$ cat src/rtl/instr_fetch_if.sv
// Instruction-memory request/response bus between the fetch unit and memory.
// The fetch unit drives req/addr. Memory drives gnt and returns in-order
// responses (rvalid/rdata).
interface instr_fetch_if;
  logic        imem_req;
  logic [31:0] imem_addr;
  logic        imem_gnt;
  logic        imem_rvalid;
  logic [31:0] imem_rdata;

  modport master (
    output imem_req,
    output imem_addr,
    input  imem_gnt,
    input  imem_rvalid,
    input  imem_rdata
  );

  modport slave (
    input  imem_req,
    input  imem_addr,
    output imem_gnt,
    output imem_rvalid,
    output imem_rdata
  );
endinterface

$ cat src/rtl/instr_fetch.sv
// Instruction fetch unit. The unit keeps up to two reads in flight to
// instruction memory and buffers returned words in a 3-entry FIFO of
// {pc, instr}. A redirect (PCSrc) flushes the buffer. Responses still in
// flight when the redirect happens are counted in kill and dropped on return.
module instr_fetch #(
  parameter logic [31:0] RESET_PC = 32'h0000_0000
) (
  input  logic          clk,
  input  logic          reset,
  instr_fetch_if.master imem,
  input  logic          PCSrc,
  input  logic [31:0]   BranchTarget,
  output logic [31:0]   Instr,
  output logic          InstrValid,
  input  logic          InstrReady,
  output logic [31:0]   PC,
  output logic [31:0]   PCPlus8
);

  localparam logic [31:0] START_PC = RESET_PC & 32'hFFFF_FFFC;

  typedef enum logic {RUN, FLUSH} state_t;

  state_t      state_reg, state_next;
  logic [31:0] fetch_pc_reg, fetch_pc_next;
  logic [31:0] resp_pc_reg, resp_pc_next;
  logic [1:0]  outstanding_reg, outstanding_next;
  logic [1:0]  kill_reg, kill_next;
  logic [1:0]  count_reg, count_next;
  logic [1:0]  wr_ptr_reg, wr_ptr_next;
  logic [1:0]  rd_ptr_reg, rd_ptr_next;

  logic [31:0] fifo_pc    [0:2];
  logic [31:0] fifo_instr [0:2];

  logic        grant, any_resp, live_resp, killed_resp, enq, deq;
  logic [31:0] target, head_pc, head_instr;

  function automatic logic [1:0] ptr_inc(input logic [1:0] p);
    return (p == 2'd2) ? 2'd0 : p + 2'd1;
  endfunction

  assign target     = BranchTarget & 32'hFFFF_FFFC;
  assign InstrValid = (count_reg != 2'd0);

  // The credit check (in-flight + buffered < 3) guarantees that every granted
  // read has a free FIFO slot when it returns. The reset term holds the
  // request low while reset is asserted and lets the first request go out in
  // the first cycle after release.
  assign imem.imem_req  = reset && (state_reg == RUN) && (outstanding_reg < 2'd2) &&
                          (({1'b0, outstanding_reg} + {1'b0, count_reg}) < 3'd3);
  assign imem.imem_addr = fetch_pc_reg;

  assign grant       = imem.imem_req && imem.imem_gnt;
  assign any_resp    = imem.imem_rvalid && (outstanding_reg != 2'd0);
  assign killed_resp = any_resp && (kill_reg != 2'd0);
  assign live_resp   = any_resp && (kill_reg == 2'd0);
  // A redirect discards both the incoming word and the head entry.
  assign enq         = live_resp && !PCSrc;
  assign deq         = InstrValid && InstrReady && !PCSrc;

  // Next-state values for the counters, fetch/response PCs and FIFO pointers.
  always_comb begin
    outstanding_next = outstanding_reg;
    kill_next        = kill_reg;
    fetch_pc_next    = fetch_pc_reg;
    resp_pc_next     = resp_pc_reg;
    count_next       = count_reg;
    wr_ptr_next      = wr_ptr_reg;
    rd_ptr_next      = rd_ptr_reg;

    if (grant && !any_resp) begin
      outstanding_next = outstanding_reg + 2'd1;
    end else if (!grant && any_resp) begin
      outstanding_next = outstanding_reg - 2'd1;
    end

    if (killed_resp) begin
      kill_next = kill_reg - 2'd1;
    end
    // In RUN, every read still in flight after this edge belongs to the old
    // path. This includes a read granted this cycle but not one that returns
    // this cycle. In FLUSH, every read in flight is already counted in kill.
    if (PCSrc && (state_reg == RUN)) begin
      kill_next = outstanding_next;
    end

    if (PCSrc) begin
      fetch_pc_next = target;
      resp_pc_next  = target;
      count_next    = 2'd0;
      wr_ptr_next   = 2'd0;
      rd_ptr_next   = 2'd0;
    end else begin
      if (grant)     fetch_pc_next = fetch_pc_reg + 32'd4;
      if (live_resp) resp_pc_next  = resp_pc_reg + 32'd4;
      if (enq)       wr_ptr_next   = ptr_inc(wr_ptr_reg);
      if (deq)       rd_ptr_next   = ptr_inc(rd_ptr_reg);
      if (enq && !deq) begin
        count_next = count_reg + 2'd1;
      end else if (!enq && deq) begin
        count_next = count_reg - 2'd1;
      end
    end
  end

  // FSM next state: enter FLUSH while old-path reads remain, leave when none are left.
  always_comb begin
    state_next = state_reg;
    case (state_reg)
      RUN:     if (PCSrc && (kill_next != 2'd0)) state_next = FLUSH;
      FLUSH:   if (kill_next == 2'd0)            state_next = RUN;
      default: state_next = RUN;
    endcase
  end

  // State and control registers. Reset abandons any reads still in flight.
  always_ff @(posedge clk or negedge reset) begin
    if (!reset) begin
      state_reg       <= RUN;
      fetch_pc_reg    <= START_PC;
      resp_pc_reg     <= START_PC;
      outstanding_reg <= 2'd0;
      kill_reg        <= 2'd0;
      count_reg       <= 2'd0;
      wr_ptr_reg      <= 2'd0;
      rd_ptr_reg      <= 2'd0;
    end else begin
      state_reg       <= state_next;
      fetch_pc_reg    <= fetch_pc_next;
      resp_pc_reg     <= resp_pc_next;
      outstanding_reg <= outstanding_next;
      kill_reg        <= kill_next;
      count_reg       <= count_next;
      wr_ptr_reg      <= wr_ptr_next;
      rd_ptr_reg      <= rd_ptr_next;
    end
  end

  // FIFO storage. The slots need no reset because count_reg marks which slots are valid.
  for (genvar gi = 0; gi < 3; gi++) begin : g_slot
    // Write slot gi when it is the enqueue target.
    always_ff @(posedge clk) begin
      if (enq && (wr_ptr_reg == 2'(gi))) begin
        fifo_pc[gi]    <= resp_pc_reg;
        fifo_instr[gi] <= imem.imem_rdata;
      end
    end
  end

  // Read the head entry.
  always_comb begin
    head_pc    = fifo_pc[2];
    head_instr = fifo_instr[2];
    case (rd_ptr_reg)
      2'd0: begin
        head_pc    = fifo_pc[0];
        head_instr = fifo_instr[0];
      end
      2'd1: begin
        head_pc    = fifo_pc[1];
        head_instr = fifo_instr[1];
      end
      default: begin
        head_pc    = fifo_pc[2];
        head_instr = fifo_instr[2];
      end
    endcase
  end

  // When the buffer is empty, PC shows the address the next instruction will have.
  assign Instr   = InstrValid ? head_instr : 32'd0;
  assign PC      = InstrValid ? head_pc : resp_pc_reg;
  assign PCPlus8 = PC + 32'd8;

endmodule

$ cat src/flat_wrapper.sv
// flat-port wrapper written by rule: the top's interface ports become plain ports
module instr_fetch_flat 
#(
  parameter logic [31:0] RESET_PC = 32'h0000_0000
)
  (clk, reset, PCSrc, BranchTarget, Instr, InstrValid, InstrReady, PC, PCPlus8, imem_imem_req, imem_imem_addr, imem_imem_gnt, imem_imem_rvalid, imem_imem_rdata);
  instr_fetch_if imem_i ();
  input  logic clk;
  input  logic reset;
  input  logic PCSrc;
  input  logic [31:0] BranchTarget;
  output logic [31:0] Instr;
  output logic InstrValid;
  input  logic InstrReady;
  output logic [31:0] PC;
  output logic [31:0] PCPlus8;
  output wire logic [$bits(imem_i.imem_req)-1:0] imem_imem_req;
  output wire logic [$bits(imem_i.imem_addr)-1:0] imem_imem_addr;
  input wire logic [$bits(imem_i.imem_gnt)-1:0] imem_imem_gnt;
  input wire logic [$bits(imem_i.imem_rvalid)-1:0] imem_imem_rvalid;
  input wire logic [$bits(imem_i.imem_rdata)-1:0] imem_imem_rdata;
  assign imem_imem_req = imem_i.imem_req;
  assign imem_imem_addr = imem_i.imem_addr;
  assign imem_i.imem_gnt = imem_imem_gnt;
  assign imem_i.imem_rvalid = imem_imem_rvalid;
  assign imem_i.imem_rdata = imem_imem_rdata;
  instr_fetch #(.RESET_PC(RESET_PC)) u_core (.clk(clk), .reset(reset), .imem(imem_i), .PCSrc(PCSrc), .BranchTarget(BranchTarget), .Instr(Instr), .InstrValid(InstrValid), .InstrReady(InstrReady), .PC(PC), .PCPlus8(PCPlus8));
endmodule
$ cat config.mk
export PLATFORM = sky130hd
export DESIGN_NAME = instr_fetch_flat
export DESIGN_NICKNAME = d
export VERILOG_FILES = /design/src/rtl/instr_fetch_if.sv /design/src/rtl/instr_fetch.sv /design/src/flat_wrapper.sv
export SDC_FILE = /design/constraint.sdc
export NUM_CORES = 1
export LEC_CHECK = 0
export ABC_AREA = 0
export CORE_MARGIN = 5
export CORE_UTILIZATION = 49
export CTS_CLUSTER_SIZE = 12
export DETAILED_ROUTE_END_ITERATION = 12
export PLACE_DENSITY_LB_ADDON = 0.15
export SYNTH_ARGS = -nofsm -noshare
export SYNTH_HDL_FRONTEND = slang
export SYNTH_SLANG_ARGS = --single-unit
$ cat constraint.sdc
create_clock -name clk -period 7.6 [get_ports clk]
set_clock_uncertainty 0.15 [all_clocks]
set_input_delay 1.52 -clock clk [delete_from_list [all_inputs] [get_ports clk]]
set_output_delay 1.52 -clock clk [all_outputs]
set_load 0.005 [all_outputs]
==> results.yml <==
timing:
  report.final.setup_viol: 0
  relSlewSlack_pct: 29.9
  finalWorstPathRequiredPeriod_ns: 6.11
  period_utilization_post_route_pct: 80.4
  rsz0062_at_grt: "no"
  least_margin_pin_slew_ns: 1.05
  final_hold_viol_count: 0
  fin_hold_ws_ns: 0.374
  achievable-frequency_mhz: 164
  setup_total_negative_slack_ns: 0
  pins_over_slew_limit: 0
synth:
  async_flop_share_pct: 27.6
  avgSynthCellArea_um2: 12.5
  combinational_family_with_the_most_area_after_synthesis: "simple AND/OR/NAND/NOR gates"
  synth_warnings: 0
  synth_fa_ha_area_share_pct: 0.783
  yosysUniqueCellTypes: 69
  syn-cell-area_mm2: 0.0121
  synth_edf_count: 186
  synthesis.instances: 973
  seq_cells_post_synth: 257
  synth_seq_area_share_pct: 60.6
  synth_xor_xnor_area_share_pct: 6.34
  ys.flop_type: "sky130_fd_sc_hd__edfxtp_1"
  muxShareOfSynthArea_pct: 7.42
  synth_compound_area_share_pct: 7.32
  yosys.area_share.simple_pct: 14.1
die:
  num_rows: 57
  core_region_area_mm2: 0.0244
  design.portCount: 200
  die_width_um: 167
  die_h_um: 167
  fp.dieArea_mm2: 0.0280
  initial_core_util_pct: 49.8
setup_path:
  cp_num_cells: 10
  path_cells: "nor2_8, inv_2, buf_4, o211ai_1, o22a_1, nor3_4, and4b_1, nand4b_1, xnor2_1, clkdlybuf4s50_1"
  crit-reg2reg-capture: "u_core.imem.imem_addr[31]$_DFFE_PN0N_"
  timing.critical_path.buf_inv: 3
  critPathRequiredTime_ns: 5.93
  path_max_fanout: 18
  crit_arrival_ns: 4.44
  cpLargestDelayFamily: "buffers and inverters"
  critical-path-slowest-cell: "sky130_fd_sc_hd__dfrtp_1"
  crit_type: "register to primary output"
  worst_r2r_path_depth: 9
  worstReg2RegStart: "u_core.count_reg[0]$_DFFE_PN0P_"
  critical-path-max-stage-delay_ns: 0.98
  worst_setup_path_start_kind: "register"
  crit_path_end_kind: "primary output"
  timing.critical_path.from: "u_core.count_reg[0]$_DFFE_PN0P_"
  regToRegSetupSlack_ns: 3.79
power:
  power-per-cell-area_mw_per_mm2: 245
  ir_drop_mv: 0.137
  total_leakage_power_nw: 5.30
  fin_total_pwr_mw: 3.72
global_routing:
  grt_util_all_layers_pct: 19.4
  number_of_global_route_vias_before_repair: 7904
  grt_max_degree: 60
  global_route_total_overflow: 0
  first_pass_grt_wire_length_um: 44100
  antenna_found_initial: 0
drt:
  detailroute.wirelength.met2_um: 12700
  detail_route.wirelength_um: 28000
  topRoutingLayerUsed: "met4"
  vias: 8066
  vias_per_cell: 5.37
  wl_per_cell_um: 18.6
  route.antenna.remaining_nets: 0
  routed_met3_length_um: 1820
  drt_drc_violations_left: 0
  met1_length_um: 13000
  detail_route.first_pass.iterations: 6
  initialDrtViolationCount: 507
clocking:
  cts_made_buffers: 27
  cts_buffer_depth: 3
  cts.reportedPaths.clkPinSlew_ns: 0.06
  insertion_delay_ns: 0.52
  cts_resized: 0
  tritoncts: "yes"
  cts_max_level: 1
  cts_root_buffer: "sky130_fd_sc_hd__clkbuf_16"
  cts_post_setup_buffers_inserted: 0
  cts.hold.buffers_added: 0
  cts.sinks: 257
placement:
  io_buffers: 191
  gp_routability_congestion: 0.824
  post-dp-hpwl_um: 18500
cells_and_area:
  area_growth_pct: 24.9
  final_core_utilization_pct: 62.2
  layout_top_registers: "u_core.fifo_instr (96), u_core.fifo_pc (90)"
  fraction_of_final_layout_cells_sized_beyond_drive_strength_1_pct: 10.9
  top_register: "u_core.fifo_instr"
  finish.net_count: 1234
  max_ffs_per_register: 96
  antenna_cells: 0
min_path:
  hold_path.startpoint: "u_core.resp_pc_reg[15]$_DFFE_PN0N_"
  hold_path_class: "register to register"
  min_to: "u_core.fifo_pc[0][47]$_DFFE_PP_"
  hold-path-cell-count: 0
run_status:
  outcome: "completed"
run:
  drv.max_cap_violation_count: 0
-- metrics by stage --
| step | cells | cell area (um2) | setup slack, ns |
|---|---|---|---|
| 2_1_floorplan | 978 | 12200 | 1.43 |
| 3_3_place_gp | 1452 | 14300 | 2.05 |
| 3_5_place_dp | 1452 | 14300 | 2.02 |
| 4_1_cts | 1501 | 15200 | 1.43 |
| 5_1_grt | 1501 | 15200 | 1.29 |
| 6_report | 1501 | 15200 | 1.49 |
-- cells in the final DEF (no fill, tap or decap), drive strengths merged, types with 4 or more instances in the layout --
cell type,count
nor2,124
and4,4
a21boi,4
clkdlybuf4s50,190
dfrtp,71
mux2,40
nor3b,12
nand3,27
buf,15
ha,6
xor2,33
nand2,58
a211oi,7
conb,6
nand4,18
clkinv,4
clkbuf,46
and2,5
inv,25
a21oi,68
and3,8
nor2b,23
nor4,7
mux2i,45
xnor2,55
o32ai,17
nor3,20
nand2b,8
edfxtp,186
o21ai,15
-- report_power, final --
| group | internal [mW] | leakage (nW) | switching [mW] |
|---|---|---|---|
| registers | 1.60 | 2.49 | 0.103 |
| clock network | 0.743 | 0.418 | 0.502 |
| logic | 0.409 | 2.39 | 0.365 |
-- worst max-delay path by stage --
stage,end,slack [ns]
floorplan,u_core.fifo_instr[0][64]$_DFFE_PP_,1.43
global placement,PCPlus8[31],2.05
detailed placement,PCPlus8[31],2.02
CTS,PCPlus8[31],1.43
global route,PCPlus8[31],1.29
finish,PCPlus8[31],1.49
-- per-layer routing --
| metal | GRT usage [%] | vias to the layer above |
|---|---|---|
| met3 | 3.25 | 35 |
| li1 | - | 3865 |
| met5 | 0 | - |
| met4 | 4.06 | 0 |
| met1 | 28.8 | 3901 |
| met2 | 30.4 | 265 |
-- kinds of logic (layout without fill, tap and decap cells) --
kind of cell,count (synthesis),after routing
xor gates and xnor gates,88,88
adders and majority gates,7,7
muxes,85,85
AOI/OAI and AO/OA,128,128
DFF,257,257
buffers and inverters,81,280
and+or+nand+nor,326,326
other,1,6
-- synthesized netlist by cell type, types with 16 or more instances --
cell                       instances  area share [%]
sky130_fd_sc_hd__edfxtp_1        186              46
sky130_fd_sc_hd__nor2_1          122             3.8
sky130_fd_sc_hd__dfrtp_1          71              15
sky130_fd_sc_hd__a21oi_1          68             2.8
sky130_fd_sc_hd__nand2_1          58             1.8
sky130_fd_sc_hd__xnor2_1          55             4.0
sky130_fd_sc_hd__mux2i_1          45             3.7
sky130_fd_sc_hd__mux2_2           38             3.5
sky130_fd_sc_hd__xor2_1           33             2.4
sky130_fd_sc_hd__nand3_1          26             1.1
sky130_fd_sc_hd__nor2b_1          23             1.2
sky130_fd_sc_hd__inv_1            21            0.65
sky130_fd_sc_hd__clkbuf_1         20            0.62
sky130_fd_sc_hd__nand4_1          17            0.88
sky130_fd_sc_hd__nor3_1           16            0.66
-- area by class of cell --
cell class	instances	area, um2
clock buffers	46	838
fillers	1942	9210
multi-input cells	640	4440
flip-flops and latches	257	7370
clock inverters	3	13.8
well taps	324	405
repair buffers	205	2010
inverters	26	97.6
(Power assumes the default switching activity.)
